File: config.mk
export PLATFORM = sky130hd
export DESIGN_NAME = pipelined_shifter
export DESIGN_NICKNAME = d
export VERILOG_FILES = /design/src/rtl/pipelined_shifter.sv
export SDC_FILE = /design/constraint.sdc
export NUM_CORES = 1
export LEC_CHECK = 0
export BUFFER_PORTS_ARGS = -buffer_cell sky130_fd_sc_hd__clkbuf_2
export CAP_MARGIN = 20
export CORE_UTILIZATION = 64
export DETAILED_ROUTE_END_ITERATION = 7
export GPL_ROUTABILITY_DRIVEN = 0
export PLACE_DENSITY = 0.86
export SLEW_MARGIN = 10
export SYNTH_ARGS = -nofsm -noshare
export SYNTH_HDL_FRONTEND = slang
export SYNTH_SLANG_ARGS = --single-unit
File: constraint.sdc
create_clock -name clk -period 3.4 [get_ports clk]
set_input_delay 0 -clock clk [delete_from_list [all_inputs] [get_ports clk]]
set_output_delay 0 -clock clk [all_outputs]
set_load 0.01 [all_outputs]
File: src/rtl/pipelined_shifter.sv
// pipelined_shifter
//   Fully pipelined barrel shifter. There are SHW = log2(WIDTH) register
//   stages. Stage k shifts or rotates by 2^k when bit k of the amount is set.
//   Each stage carries valid, mode, the amount bits and a sticky lost flag
//   along with the data. Stall is global: while out_valid && !out_ready,
//   every stage holds.
//
// Ports
//   clk, rst_n     rising-edge clock, asynchronous active-low reset
//   in_valid       request present
//   in_ready       request accepted on an edge where in_valid && in_ready
//   in_rt          operand to shift
//   in_sh          immediate shift amount
//   in_rs          register shift amount (low SHW bits used)
//   in_reg_imm     amount source: 0 = in_sh, 1 = in_rs[SHW-1:0]
//   in_mode        000 SLL, 001 SRL, 010 SRA, 011 ROR, 100 ROL, others pass
//   out_valid      result present
//   out_ready      consumer accepts the result
//   out_data       shifted result
//   out_lost       a 1 bit was discarded by SLL/SRL/SRA
module pipelined_shifter #(
  parameter int WIDTH = 32,
  localparam int SHW = $clog2(WIDTH)
) (
  input  logic             clk,
  input  logic             rst_n,
  input  logic             in_valid,
  output logic             in_ready,
  input  logic [WIDTH-1:0] in_rt,
  input  logic [SHW-1:0]   in_sh,
  input  logic [WIDTH-1:0] in_rs,
  input  logic             in_reg_imm,
  input  logic [2:0]       in_mode,
  output logic             out_valid,
  input  logic             out_ready,
  output logic [WIDTH-1:0] out_data,
  output logic             out_lost
);

  typedef enum logic [2:0] {
    MODE_SLL = 3'b000,
    MODE_SRL = 3'b001,
    MODE_SRA = 3'b010,
    MODE_ROR = 3'b011,
    MODE_ROL = 3'b100
  } shiftMode_t;

  logic [WIDTH-1:0] stData  [SHW];
  logic [2:0]       stMode  [SHW];
  logic [SHW-1:0]   stAmt   [SHW];
  logic             stLost  [SHW];
  logic             stValid [SHW];

  logic             stall;
  logic [SHW-1:0]   inAmt;
  logic             unusedTail;

  // One stage's operation: returns {lostBit, data}. The SRA fill is the
  // current MSB, which every earlier SRA stage has preserved, so it always
  // equals the sign of the original operand.
  function automatic logic [WIDTH:0] stageOp(input logic [WIDTH-1:0] d,
                                             input logic [2:0] m,
                                             input logic en,
                                             input int k);
    logic [WIDTH-1:0] r;
    logic [WIDTH-1:0] lowMask;
    logic             l;
    int               s;
    s       = 1 << k;
    r       = d;
    l       = 1'b0;
    lowMask = ~({WIDTH{1'b1}} << s);
    if (en) begin
      case (m)
        MODE_SLL: begin
          r = d << s;
          l = |(d >> (WIDTH - s));
        end
        MODE_SRL: begin
          r = d >> s;
          l = |(d & lowMask);
        end
        MODE_SRA: begin
          r = $signed(d) >>> s;
          l = |(d & lowMask);
        end
        MODE_ROR: r = (d >> s) | (d << (WIDTH - s));
        MODE_ROL: r = (d << s) | (d >> (WIDTH - s));
        default: ;
      endcase
    end
    return {l, r};
  endfunction

  assign stall     = out_valid && !out_ready;
  assign in_ready  = !stall;

  assign out_valid = stValid[SHW-1];
  assign out_data  = stData[SHW-1];
  assign out_lost  = stLost[SHW-1];

  // Pass-through modes force a zero amount so no stage touches the data.
  always_comb begin
    inAmt = in_reg_imm ? in_rs[SHW-1:0] : in_sh;
    if (in_mode > MODE_ROL) inAmt = '0;
  end

  // Last-stage mode/amount and the upper register-amount bits are not needed.
  assign unusedTail = ^{stAmt[SHW-1], stMode[SHW-1], in_rs[WIDTH-1:SHW]};

  for (genvar k = 0; k < SHW; k++) begin : gStage
    logic [WIDTH-1:0] srcData;
    logic [2:0]       srcMode;
    logic [SHW-1:0]   srcAmt;
    logic             srcLost;
    logic             srcValid;
    logic [WIDTH:0]   opResult;

    if (k == 0) begin : gFirst
      assign srcData  = in_rt;
      assign srcMode  = in_mode;
      assign srcAmt   = inAmt;
      assign srcLost  = 1'b0;
      assign srcValid = in_valid;
    end else begin : gNext
      assign srcData  = stData[k-1];
      assign srcMode  = stMode[k-1];
      assign srcAmt   = stAmt[k-1];
      assign srcLost  = stLost[k-1];
      assign srcValid = stValid[k-1];
    end

    assign opResult = stageOp(srcData, srcMode, srcAmt[k], k);

    always_ff @(posedge clk or negedge rst_n) begin
      if (!rst_n) begin
        stValid[k] <= 1'b0;
        stData[k]  <= '0;
        stMode[k]  <= '0;
        stAmt[k]   <= '0;
        stLost[k]  <= 1'b0;
      end else if (!stall) begin
        stValid[k] <= srcValid;
        stData[k]  <= opResult[WIDTH-1:0];
        stMode[k]  <= srcMode;
        stAmt[k]   <= srcAmt;
        stLost[k]  <= srcLost | opResult[WIDTH];
      end
    end
  end

endmodule
; ---- Word-level counts from Yosys, hierarchy flattened
; Index checks and enable logic that the tools add are counted.
[word_totals]
ff_bits = 202
input_bits = 77
output_inout_bits = 35
word_cells = 101
[op_classes]
mux = 22
n_lt_le_gt_ge = 1
bitwise = 13
n_eq_ne = 20
reduce_logical = 22
[op_table]
columns = op, n
row1 = case mux 32 bit (5 select lines), 4
row2 = two-way mux 32 bit, 5
row3 = case mux 32 bit (4 select lines), 1
row4 = OR 24 x 32 -> 32 bit, 1
row5 = OR 28 x 32 -> 32 bit, 1
row6 = OR 30 x 32 -> 32 bit, 1
row7 = OR 31 x 32 -> 32 bit, 1
row8 = OR 32 x 1 -> 32 bit, 1
row9 = OR 32 x 16 -> 32 bit, 1
row10 = OR 32 x 2 -> 32 bit, 1
row11 = OR 32 x 4 -> 32 bit, 1
row12 = OR 32 x 8 -> 32 bit, 1
row13 = OR reduction 16 bit, 2
row14 = equality test 3 x 2 -> 1 bit (second input constant), 10
row15 = OR reduction 2 bit, 8
row16 = OR reduction 8 bit, 2
row17 = equality test 3 x 1 -> 1 bit (second input constant), 5
row18 = equality test 3 bit (second input constant), 5
row19 = zero test 3 bit, 5
row20 = two-way mux 5 bit, 2
row21 = case mux 1 bit (2 select lines), 5
row22 = OR reduction 4 bit, 2
row23 = two-way mux 1 bit, 5
row24 = OR 1 bit, 4
row25 = 3 further kinds, 4

; ---- Depth between registers and ports, before layout
; Gate-level depths: netlist of run 1.
[depth]
word_depth = 5
mapped_depth = 7
ltp_nobuf = 4

; ---- Worst setup path after synthesis of run 1
; No wires, ideal clock.
[synth_timing]
kind = flip-flop to flip-flop
from = reg stMode, in the netlist gStage[3].srcMode[1]
to = reg stData, in the netlist gStage[4].srcData[6]
path_stages_with_launch = 8
n_path_buf = 3
setup_ps = 142
period_less_slack_ps = 1638
t_required_ps = 3258
arrival_time_ps = 1496
path_slack_ps = 1762
cell_sequence = dfrtp_1 buf_2 or2_1 buf_2 buf_6 a22o_1 a222oi_1 a21oi_1
[synth_between]
elab_chain_cells = 3
word_cells_on_any_way = 7
[synth_lines]
columns = item, line_no
row1 = "start, declared", 49  ; logic [2:0] stMode [SHW];
row2 = "start signal, assigned by index", 145  ; stMode[k] <= srcMode;
row3 = equality test 3 bit (tied with other cells), 74  ; case (m)
row4 = case mux 32 bit (5 select lines) *, 74
row5 = two-way mux 32 bit *, 73  ; if (en) begin
row6 = "end signal, assigned by index", 144  ; stData[k] <= opResult[WIDTH-1:0];
row7 = "end, declared", 48  ; logic [WIDTH-1:0] stData [SHW];
; Mark *: on every way between the ends. The rest lies on a longest branch, timed or not.
; A chain may end at the register's enable or synchronous reset.

; ---- Worst setup path after layout of run 1
[layout_timing]
from = reg stMode, in the netlist gStage[2].srcMode[1]
to = reg stData, in the netlist gStage[3].srcData[9]
; Same word-level chain as after synthesis.

==> results of run 1 <==
## cells in the final DEF, fill, tap and decap left out, types with 18 or more instances in the layout
cell                            count
sky130_fd_sc_hd__a21o_1            18
sky130_fd_sc_hd__o21ai_1           28
sky130_fd_sc_hd__nand2_1          139
sky130_fd_sc_hd__a21oi_1           34
sky130_fd_sc_hd__nor2_1            60
sky130_fd_sc_hd__mux2_2            80
sky130_fd_sc_hd__o31ai_1           18
sky130_fd_sc_hd__dfrtp_1          192
sky130_fd_sc_hd__o22ai_1           71
sky130_fd_sc_hd__a2bb2oi_1         54
sky130_fd_sc_hd__o21ai_0           47
sky130_fd_sc_hd__clkbuf_2          83
sky130_fd_sc_hd__nor2b_1           33
sky130_fd_sc_hd__mux2i_1           35
sky130_fd_sc_hd__nand4_1           19
sky130_fd_sc_hd__dlygate4sd3_1     46
sky130_fd_sc_hd__a31oi_1           20
## worst reg2reg max path, cell delays in order (launching register included)
cell and delay, ns:
sky130_fd_sc_hd__dfrtp_1 0.52, sky130_fd_sc_hd__or2_1 0.67, sky130_fd_sc_hd__a21oi_4 0.76, sky130_fd_sc_hd__a2bb2oi_1 0.35, sky130_fd_sc_hd__mux2_2 0.22
## cell type report
cell class              instances  area, um2
diodes                          2       5.00
clock buffers                  22        474
clock inverters                 8        130
fillers                      1065       3970
inverters                      10       40.0
multi-input cells             797       5350
flip-flops and latches        192       4800
well taps                     216        270
repair buffers                149       1080
## metal layers
layer	global-route usage, %	vias up	wire length [um]
met1	43.7	4603	11100
met4	16.1	0	1150
met2	56.0	552	14300
met3	5.44	93	1970
met5	0	-	0
li1	-	4291	-
## flip-flops by register name, summed over array words and instances (netlist names)
register / cells
gStage.srcAmt: 10
gStage.srcLost: 4
gStage.srcData: 128
out_data: 32
gStage.srcMode: 12
out_valid: 1
out_lost: 1
gStage.srcValid: 4
## power breakdown
group | switching (W) | internal [W] | total, W
Combinational | 0.00281 | 0.00246 | 0.00527
Sequential | 0.00148 | 0.00337 | 0.00485
Clock | 0.000835 | 0.00121 | 0.00205
## final timing paths
kind | endpoint | depth (start not counted) | slack [ns]
min in group clk | gStage[1].srcData[0] | 4 | 0.21
max reg2reg | gStage[3].srcData[9] | 4 | 0.82
max in group asynchronous | gStage[3].srcData[24] | 3 | 2.36
min reg2reg | gStage[4].srcValid | 2 | 0.46
max | gStage[3].srcData[9] | 4 | 0.82
min | gStage[4].srcData[14] | 2 | 0.17
## cells by family (layout without fill, tap and decap cells)
| group | count (synthesis) | count (layout) | synth area share, % |
|---|---|---|---|
| compound gates | 376 | 376 | 24.7 |
| xor+xnor | 2 | 2 | 0.163 |
| buf+inv | 118 | 189 | 5.40 |
| flops | 192 | 192 | 44.8 |
| mux | 115 | 115 | 11.7 |
| other cells | 0 | 2 | 0 |
| simple gates | 304 | 304 | 13.2 |
## stage by stage
stage / cell area, um2 / utilization [%]
5_1_grt: 12100 / 75.4
3_3_place_gp: 11100 / 68.7
3_5_place_dp: 11100 / 68.7
2_1_floorplan: 10700 / -
4_1_cts: 12100 / 75.3
6_report: 12100 / 75.4
## repair_timing
| action | 4_1_cts | 5_1_grt |
|---|---|---|
| resized for setup | 0 | 0 |
| endpoints found under the hold margin | 112 | 0 |
| hold buffers | 46 | 0 |
==> results by stage, run 1 <==
STA:
- Summed over all failing endpoints, the final setup total negative slack is 0 ns.
- Setup violations remaining at the end of the flow were counted as 0.
- The final cycle utilization of the critical path is 75.9%.
- For the pin with the worst max-slew slack, the measured transition is between 1 and 1.5 ns.
- In this run the tightest slew margin relative to its limit is between 20% and 30%.
- The worst path needs ~2.6 ns of the cycle, external delays included.
- The number of max-slew violations in the final report is 0.
- Setup repair after global routing left no endpoint under its margin.
- The maximum clock frequency is 388 MHz.
- The minimum setup slack in the final design is just over 0.8 ns.
- Across all hold checks on the routed design, the worst slack comes to approximately 0.17 ns.
- Across the routed clock network, the largest skew measured is between 0.008 and 0.009 ns.
- The count of final hold-check violations is 0.

Floorplanning:
- The floorplan die area is 17300 um2.
- The number of placed I/O pins is about 110.
- The core box area is around 16000 um2.
- The horizontal extent of the die is ~130 um.
- The initial standard-cell utilization of the core is 66.5%.
- The height of the die is 131 um.
- The floorplan has 46 rows.

Worst setup path:
- The critical path in this run is classified as reg -> reg.
- For this design, the slowest cell found on the critical path is sky130_fd_sc_hd__a21oi_4.
- Data on the critical path arrives at its endpoint at between 2 and 3 ns.
- The critical register-to-register path startpoint is gStage[2].srcMode[1].
- Broken down by cell family, the worst path's largest delay share belongs to compound AO/OA/AOI/OAI gates.
- The critical path contains buffers and inverters numbering 0 combined.
- The endpoint kind of the worst setup timing path is a flop.
- The type of element launching the critical path is a flop.
- The largest single stage delay on the critical path is ~0.76 ns.
- The required time reported for the critical path endpoint is 3.77 ns.
- The most critical setup path has its startpoint at gStage[2].srcMode[1].
- Along the worst path, the maximum fanout reaches 31.
- The critical path goes through or2_1, a21oi_4, a2bb2oi_1, mux2_2.

Global routing:
- The via count of the first global-routing pass is between 8000 and 9000.
- The first global-routing pass estimated roughly 47 mm of wire.
- After global routing the overflow that remains totals 0.
- Entering global routing, the biggest net connects approximately 180 pins.
- For this run, the total global-route usage over all layers was measured as 33.9%.
- The number of antenna violations at the first check in global routing was 2.

Clock tree:
- For this design, the sink count on the clock tree is between 150 and 200.
- At the later pin of the worst-skew pair, clock insertion delay measures between 0.4 and 0.5 ns.
- The master cell of the clock root buffer is sky130_fd_sc_hd__clkbuf_16.
- Buffers added to address setup during post-CTS repair amount to 0.
- The number of H-tree branching levels is 4.
- In this run, CTS created clock tree buffers numbering 17.
- The buffer levels on the longest clock path is 2.
- The clock-pin slew on the worst setup and hold paths is ~0.070 ns.
- The TritonCTS clock tree is done.

Synthesis:
- The fraction of registers with async set or reset after synthesis is between 90% and 100%.
- The gate count of the mapped netlist is roughly 1100.
- The portion of synthesized cell area occupied by the leading cell type is between 40% and 50%.
- Of the synthesized area, sequential elements account for about 45%.
- Summing every instance area after synthesis gives approximately 11000 um2.
- In this run, distinct cell masters in the synthesized netlist total 52.
- Yosys printed 0 warnings.
- The mean instance size in the synthesized netlist is roughly 9.7 um2.
- Of all cell types, the one taking the most synthesized area is sky130_fd_sc_hd__dfrtp_1.
- In this run, synthesis inferred 0 flip-flops with an integrated enable.
- By area the synthesized netlist is led by sky130_fd_sc_hd__dfrtp_1, sky130_fd_sc_hd__mux2_2, sky130_fd_sc_hd__nand2_1.
- The commonest cells after synthesis are sky130_fd_sc_hd__dfrtp_1, sky130_fd_sc_hd__nand2_1, sky130_fd_sc_hd__mux2_2.
- In the synthesized netlist the dominant register cell turns out to be sky130_fd_sc_hd__dfrtp_1.
- The most used standard cell by instance count after synthesis is sky130_fd_sc_hd__dfrtp_1.
- The net count of the mapped netlist is about 1200.
- The total of flip-flops plus latches after synthesis is about 190.

Layout:
- Once layout is complete, the cells apart from fillers number 1396.
- Relative to the synthesized area, the layout overhead comes to 13.3%.
- At the end of the flow, the number of nets in the layout was around 1200.
- Cells with a size suffix above 1 make up approximately a fifth of the layout.

Power and ir drop:
- The total power divided by cell area is 1000 nW/um2.
- VDD sags by at most around 0.52 mV.
- Summing internal, switching and leakage power gives between 0.01 and 0.015 W.
- For this design the static power due to leakage is about 5.2 nW.

Job:
- The max-capacitance violation count is 0.

Route:
- Detailed routing inserted a total of 9539 vias.
- Dividing the detail-routed via count by the number of cells gives 6.83.
- The total iterations of the first detailed-routing run is 7.
- The average wire length per cell after detail routing is a little over 20 um.
- In this run, the number of DRC markers left after iteration 0 of detailed routing was 1277.
- The count of antenna-violating nets left after detailed routing is 0.
- The final wirelength is 28.5 mm.
- The total DRC errors in the routed layout is 0.

Status:
- The flow ran to the end, and the final reports show no timing, DRC or antenna violations.

Placed design:
- The placed cell count is between 1000 and 1500.
- The HPWL reported at the end of detailed placement is about 17 mm.
- Prior to clock tree synthesis, the placed netlist has a worst setup slack of 0.962 ns.
- Buffers placed on the I/O ports in this run total 84.

Min path:
- The path type of the worst min-delay path is in -> async.
No activity file was read; power rests on OpenSTA's default activity.
==> run 2, diff against run 1 <==
--- a/config.mk
+++ b/config.mk
@@ -7,10 +7,10 @@
 export LEC_CHECK = 0
 export BUFFER_PORTS_ARGS = -buffer_cell sky130_fd_sc_hd__clkbuf_2
 export CAP_MARGIN = 20
-export CORE_UTILIZATION = 64
+export CORE_UTILIZATION = 60
 export DETAILED_ROUTE_END_ITERATION = 7
 export GPL_ROUTABILITY_DRIVEN = 0
-export PLACE_DENSITY = 0.86
+export PLACE_DENSITY = 0.81
 export SLEW_MARGIN = 10
 export SYNTH_ARGS = -nofsm -noshare
 export SYNTH_HDL_FRONTEND = slang
==> constraint.sdc (replaced) <==
create_clock -name clk -period 2.55 [get_ports clk]
set_input_delay 0 -clock clk [delete_from_list [all_inputs] [get_ports clk]]
set_output_delay 0 -clock clk [all_outputs]
set_load 0.01 [all_outputs]
==> run 2 against run 1 <==
  * The run now ends with design-rule violations left
  * Critical endpoint is now gStage[1].srcData[13]
  * Via count decreased by 1.1%
  * Register-to-register slack lost 0.28 ns
  * Critical path depth increased by 4
  * Largest power group unchanged
==> results by stage, run 2 (synthesis results as in run 1) <==
Status:
- The flow ran to the end, but the final reports show violations.
- The final reports fail on design-rule violations.

Min path:
- The tightest min-delay check is of the in -> reg type.
- In this run the most critical hold path is launched from in_mode[2].
- The worst hold path was traced through 4 stages.
- The hold path endpoint is gStage[1].srcData[2].

Global routing:
- The global-route met1 utilization is 41.1% (-2.6 points).
- The met3 usage in global routing is 5.80% (+0.36 points).
- The via count of the first global-routing pass is 8771 (-1.7%).
- The wire length of the first global-routing pass came to 45.9 mm (-2.5%).
- The number of antenna violations at the first check in global routing was 0 (-2).
- The met2 usage in global routing is 53.5% (-2.5 points).
- The pin count of the biggest net entering global routing is 177 (unchanged).
- The global routing's busiest layer is met2.
- The total global routing track utilization is 32.1% (-1.8 points).
- The sum of overflow across all layers after global routing is 0 (unchanged).

STA:
- The worst-case clock skew is 0.00996 ns (+0.00118 ns).
- Setup repair after global routing left no endpoint under its margin.
- The sum of negative setup slack is 0 ns (unchanged).
- The relative slew slack is 53.1% (+28 points).
- The shortest period the worst path allows is 2.29 ns.
- The number of max-slew violations in the final report was 0 (unchanged).
- Dividing the final minimum period by the clock period gives between 80% and 90%.
- The slew at the pin closest to its max-slew limit came to 0.684 ns (-0.438 ns).
- The maximum clock frequency is approximately 440 MHz.
- The minimum setup slack in the final design is 0.262 ns (-0.558 ns).
- The count of final hold-check violations is 0 (unchanged).
- The setup-violating endpoint count in the final report came to 0 (unchanged).

Power and ir drop:
- The net switching power is 0.00686 W (+34%).
- The post-route total power is 0.0161 W (+32%).
- The worst-case vdd ir drop is 0.674 mV (+29%).
- The switching portion of total power is 42.7% (+0.60 points).
- The leakage power summed over all cells is 5.27 nW (+1.2%).
- The part of the total power dissipated in sequential elements is 39.8% (about the same).
- The combinational group share of total power is 44.5% (+1.2 points).
- The internal power came to 0.00921 W (+31%).
- The total power divided by cell area is 1310 nW/um2 (+31%).
- The clock network power share was 15.7% (-1.1 points).

Floorplanning:
- The floorplan die area is 18400 um2 (+6.6%).
- The count of standard-cell rows is 48 (+4.3%).
- The height of the die is 136 um (+3.2%).
- The horizontal extent of the die came to 136 um (+3.2%).
- The number of placed I/O pins is 112 (unchanged).
- The core box area was 17400 um2 (+7.7%).
- The initial standard-cell utilization of the core is 61.8% (-4.8 points).

Layout:
- The area of the multi-input gates was 5350 um2 (unchanged).
- The number of filler cells placed in the layout is 1241 (+17%).
- The final design instance area without fill was 12300 um2 (+0.95%).
- The most common cell after layout, fill and taps aside is sky130_fd_sc_hd__dfrtp_1.
- The share of cells above drive strength 1 is 19.7% (+0.80 points).
- The synthesis-to-finish area growth is 14.4%.
- The flip-flop count of the largest register after layout is 128 (unchanged).
- In the layout the commonest cells are sky130_fd_sc_hd__dfrtp_1, sky130_fd_sc_hd__nand2_1, sky130_fd_sc_hd__clkbuf_2.
- The final net count is 1260 (+1.3%).
- The register area is 4800 um2 (unchanged).
- The antenna diode count was 0 (-2).

Worst setup path:
- The highest net fanout along the worst path was 21 (-32%).
- The most common cell type on the critical path is sky130_fd_sc_hd__dlygate4sd3_1.
- The buffer and inverter count on the worst path is 4 (+4).
- Walking the worst path, the cells encountered are dlygate4sd3_1, clkbuf_2, or2_1, a21oi_4, buf_16, mux2i_1, dlygate4sd3_1, o21ai_1.
- The worst reg2reg path depth is 5 (+1).
- The worst register-to-register path ends at gStage[4].srcData[29].
- Among cell families on the critical path, the largest total delay comes from buffers and inverters.
- The worst setup path is captured at a flop.
- The setup slack on the worst flop-to-flop path is 0.54 ns (-0.28 ns).
- The type of the worst setup path is in -> reg.
- STA classifies the critical path startpoint as an input port.
- The data arrival time of the worst path is 2.59 ns (-0.36 ns).
- In this run the critical register-to-register path is launched from gStage[3].srcMode[0].
- The highest cell delay on the worst timing path was 0.59 ns (-0.17 ns).
- The required time reported for the critical path endpoint was 2.85 ns (-0.92 ns).
- On the critical path, the stage with the largest delay is an instance of sky130_fd_sc_hd__dlygate4sd3_1.
- The number of cells on the critical path is 8 (+4).

Clock tree:
- The number of clock sinks came to 192 (unchanged).
- The buffers inserted during post-CTS setup optimization came to 0 (unchanged).
- The clock insertion delay at the later pin of the skew report is 0.44 ns (about the same).
- The buffer levels on the longest clock path is 2 (unchanged).
- TritonCTS built the clock tree.
- The CTS buffer count is 17 (unchanged).
- The clock-pin slew on the worst setup and hold paths is 0.07 ns (about the same).
- The master cell of the clock root buffer is sky130_fd_sc_hd__clkbuf_16.
- The number of H-tree branching levels is 4 (unchanged).

Placed design:
- The post-place setup slack was 0.438 ns (-0.524 ns).
- The HPWL reported at the end of detailed placement is 17.9 mm (+2.4%).
- The quantity of I/O buffers inserted on ports is 84 (unchanged).
- The total cell area at the placement stage came to 11200 um2 (+0.83%).

Route:
- The average wire length per cell after detail routing is 20.1 um (-1.6%).
- The final wirelength is 28.5 mm (+0.17%).
- The count of antenna-violating nets left after detailed routing is 0 (unchanged).
- The ratio of routed vias to standard cells came to 6.64 (-2.9%).
- The number of vias in the routed layout is 9431 (-1.1%).
- The starting DRC count in detailed routing is 1192 (-6.7%).
- The total DRC errors in the routed layout is 4 (+4).
- The total iterations of the first detailed-routing run was 8 (+1).

Job:
- The max-capacitance violation count is 0 (unchanged).
[run 2: changes by cell type in the layout (fill, tap and decap cells not counted)]
cell and change:
sky130_fd_sc_hd__diode_2 -2, sky130_fd_sc_hd__clkbuf_8 -3, sky130_fd_sc_hd__clkinv_2 +5, sky130_fd_sc_hd__buf_16 +1
sky130_fd_sc_hd__buf_12 +1, sky130_fd_sc_hd__clkinv_4 +1, sky130_fd_sc_hd__buf_4 +9, sky130_fd_sc_hd__bufinv_16 -2
sky130_fd_sc_hd__dlygate4sd3_1 +5, sky130_fd_sc_hd__inv_8 +1
[run 2: timing repair]
item                                   4_1_cts  5_1_grt
hold buffers                                51        0
gates resized for setup                      0        0
endpoints found under the hold margin      105        0
[run 2: how the worst max path moves through the flow]
stage,start,to,slack (ns)
floorplan,gStage[3].srcMode[1],gStage[4].srcData[6],0.91
global placement,gStage[3].srcMode[0],gStage[4].srcData[19],0.48
detailed placement,gStage[3].srcMode[0],gStage[4].srcData[16],0.44
CTS,in_mode[1],gStage[1].srcData[18],0.04
global route,in_mode[1],gStage[1].srcData[13],0.18
finish,in_mode[1],gStage[1].srcData[13],0.26
[run 2: cell type report]
type / instances / share of cell area (%)
clock inverter: 13 / 0.939
inverter: 10 / 0.326
sequential: 192 / 39.2
multi-input combinational: 797 / 43.6
clock buffer: 19 / 3.53
timing repair buffer: 165 / 10.1
tap: 225 / 2.30
[run 2: worst reg2reg max path: cells and delay by family, from the launching register on]
family / cells / cell delay, ns
compound gates: 2 / 0.61
simple gates: 2 / 0.51
flops: 1 / 0.49
buf+inv: 1 / 0.30
[run 2: power by group through the flow]
stage / combinational (W) / sequential [W] / clock [W]
3_5_place_dp: 0.00685 / 0.00638 / 0
6_report: 0.00716 / 0.00640 / 0.00252
3_3_place_gp: 0.00664 / 0.00631 / 0
5_1_grt: 0.00779 / 0.00658 / 0.00267
2_1_floorplan: 0.00549 / 0.00569 / 0
4_1_cts: 0.00701 / 0.00633 / 0.00256
[run 2: per-stage QoR]
step                      utilization, %  hold slack, ns  instances
after floorplan                        -          -0.296       1107
after global placement              64.3          0.0476       1335
after detailed placement            64.3          0.0509       1335
after CTS                           70.4          0.0967       1418
after global routing                70.7          0.0939       1421
final                               70.7          0.0684       1421
[run 2: metal layers]
| layer | part of all wire (%) | vias to the layer above |
|---|---|---|
| li1 | - | 4321 |
| met1 | 41 | 4581 |
| met2 | 50 | 451 |
| met3 | 6.7 | 78 |
| met4 | 3.0 | 0 |
| met5 | 0 | - |
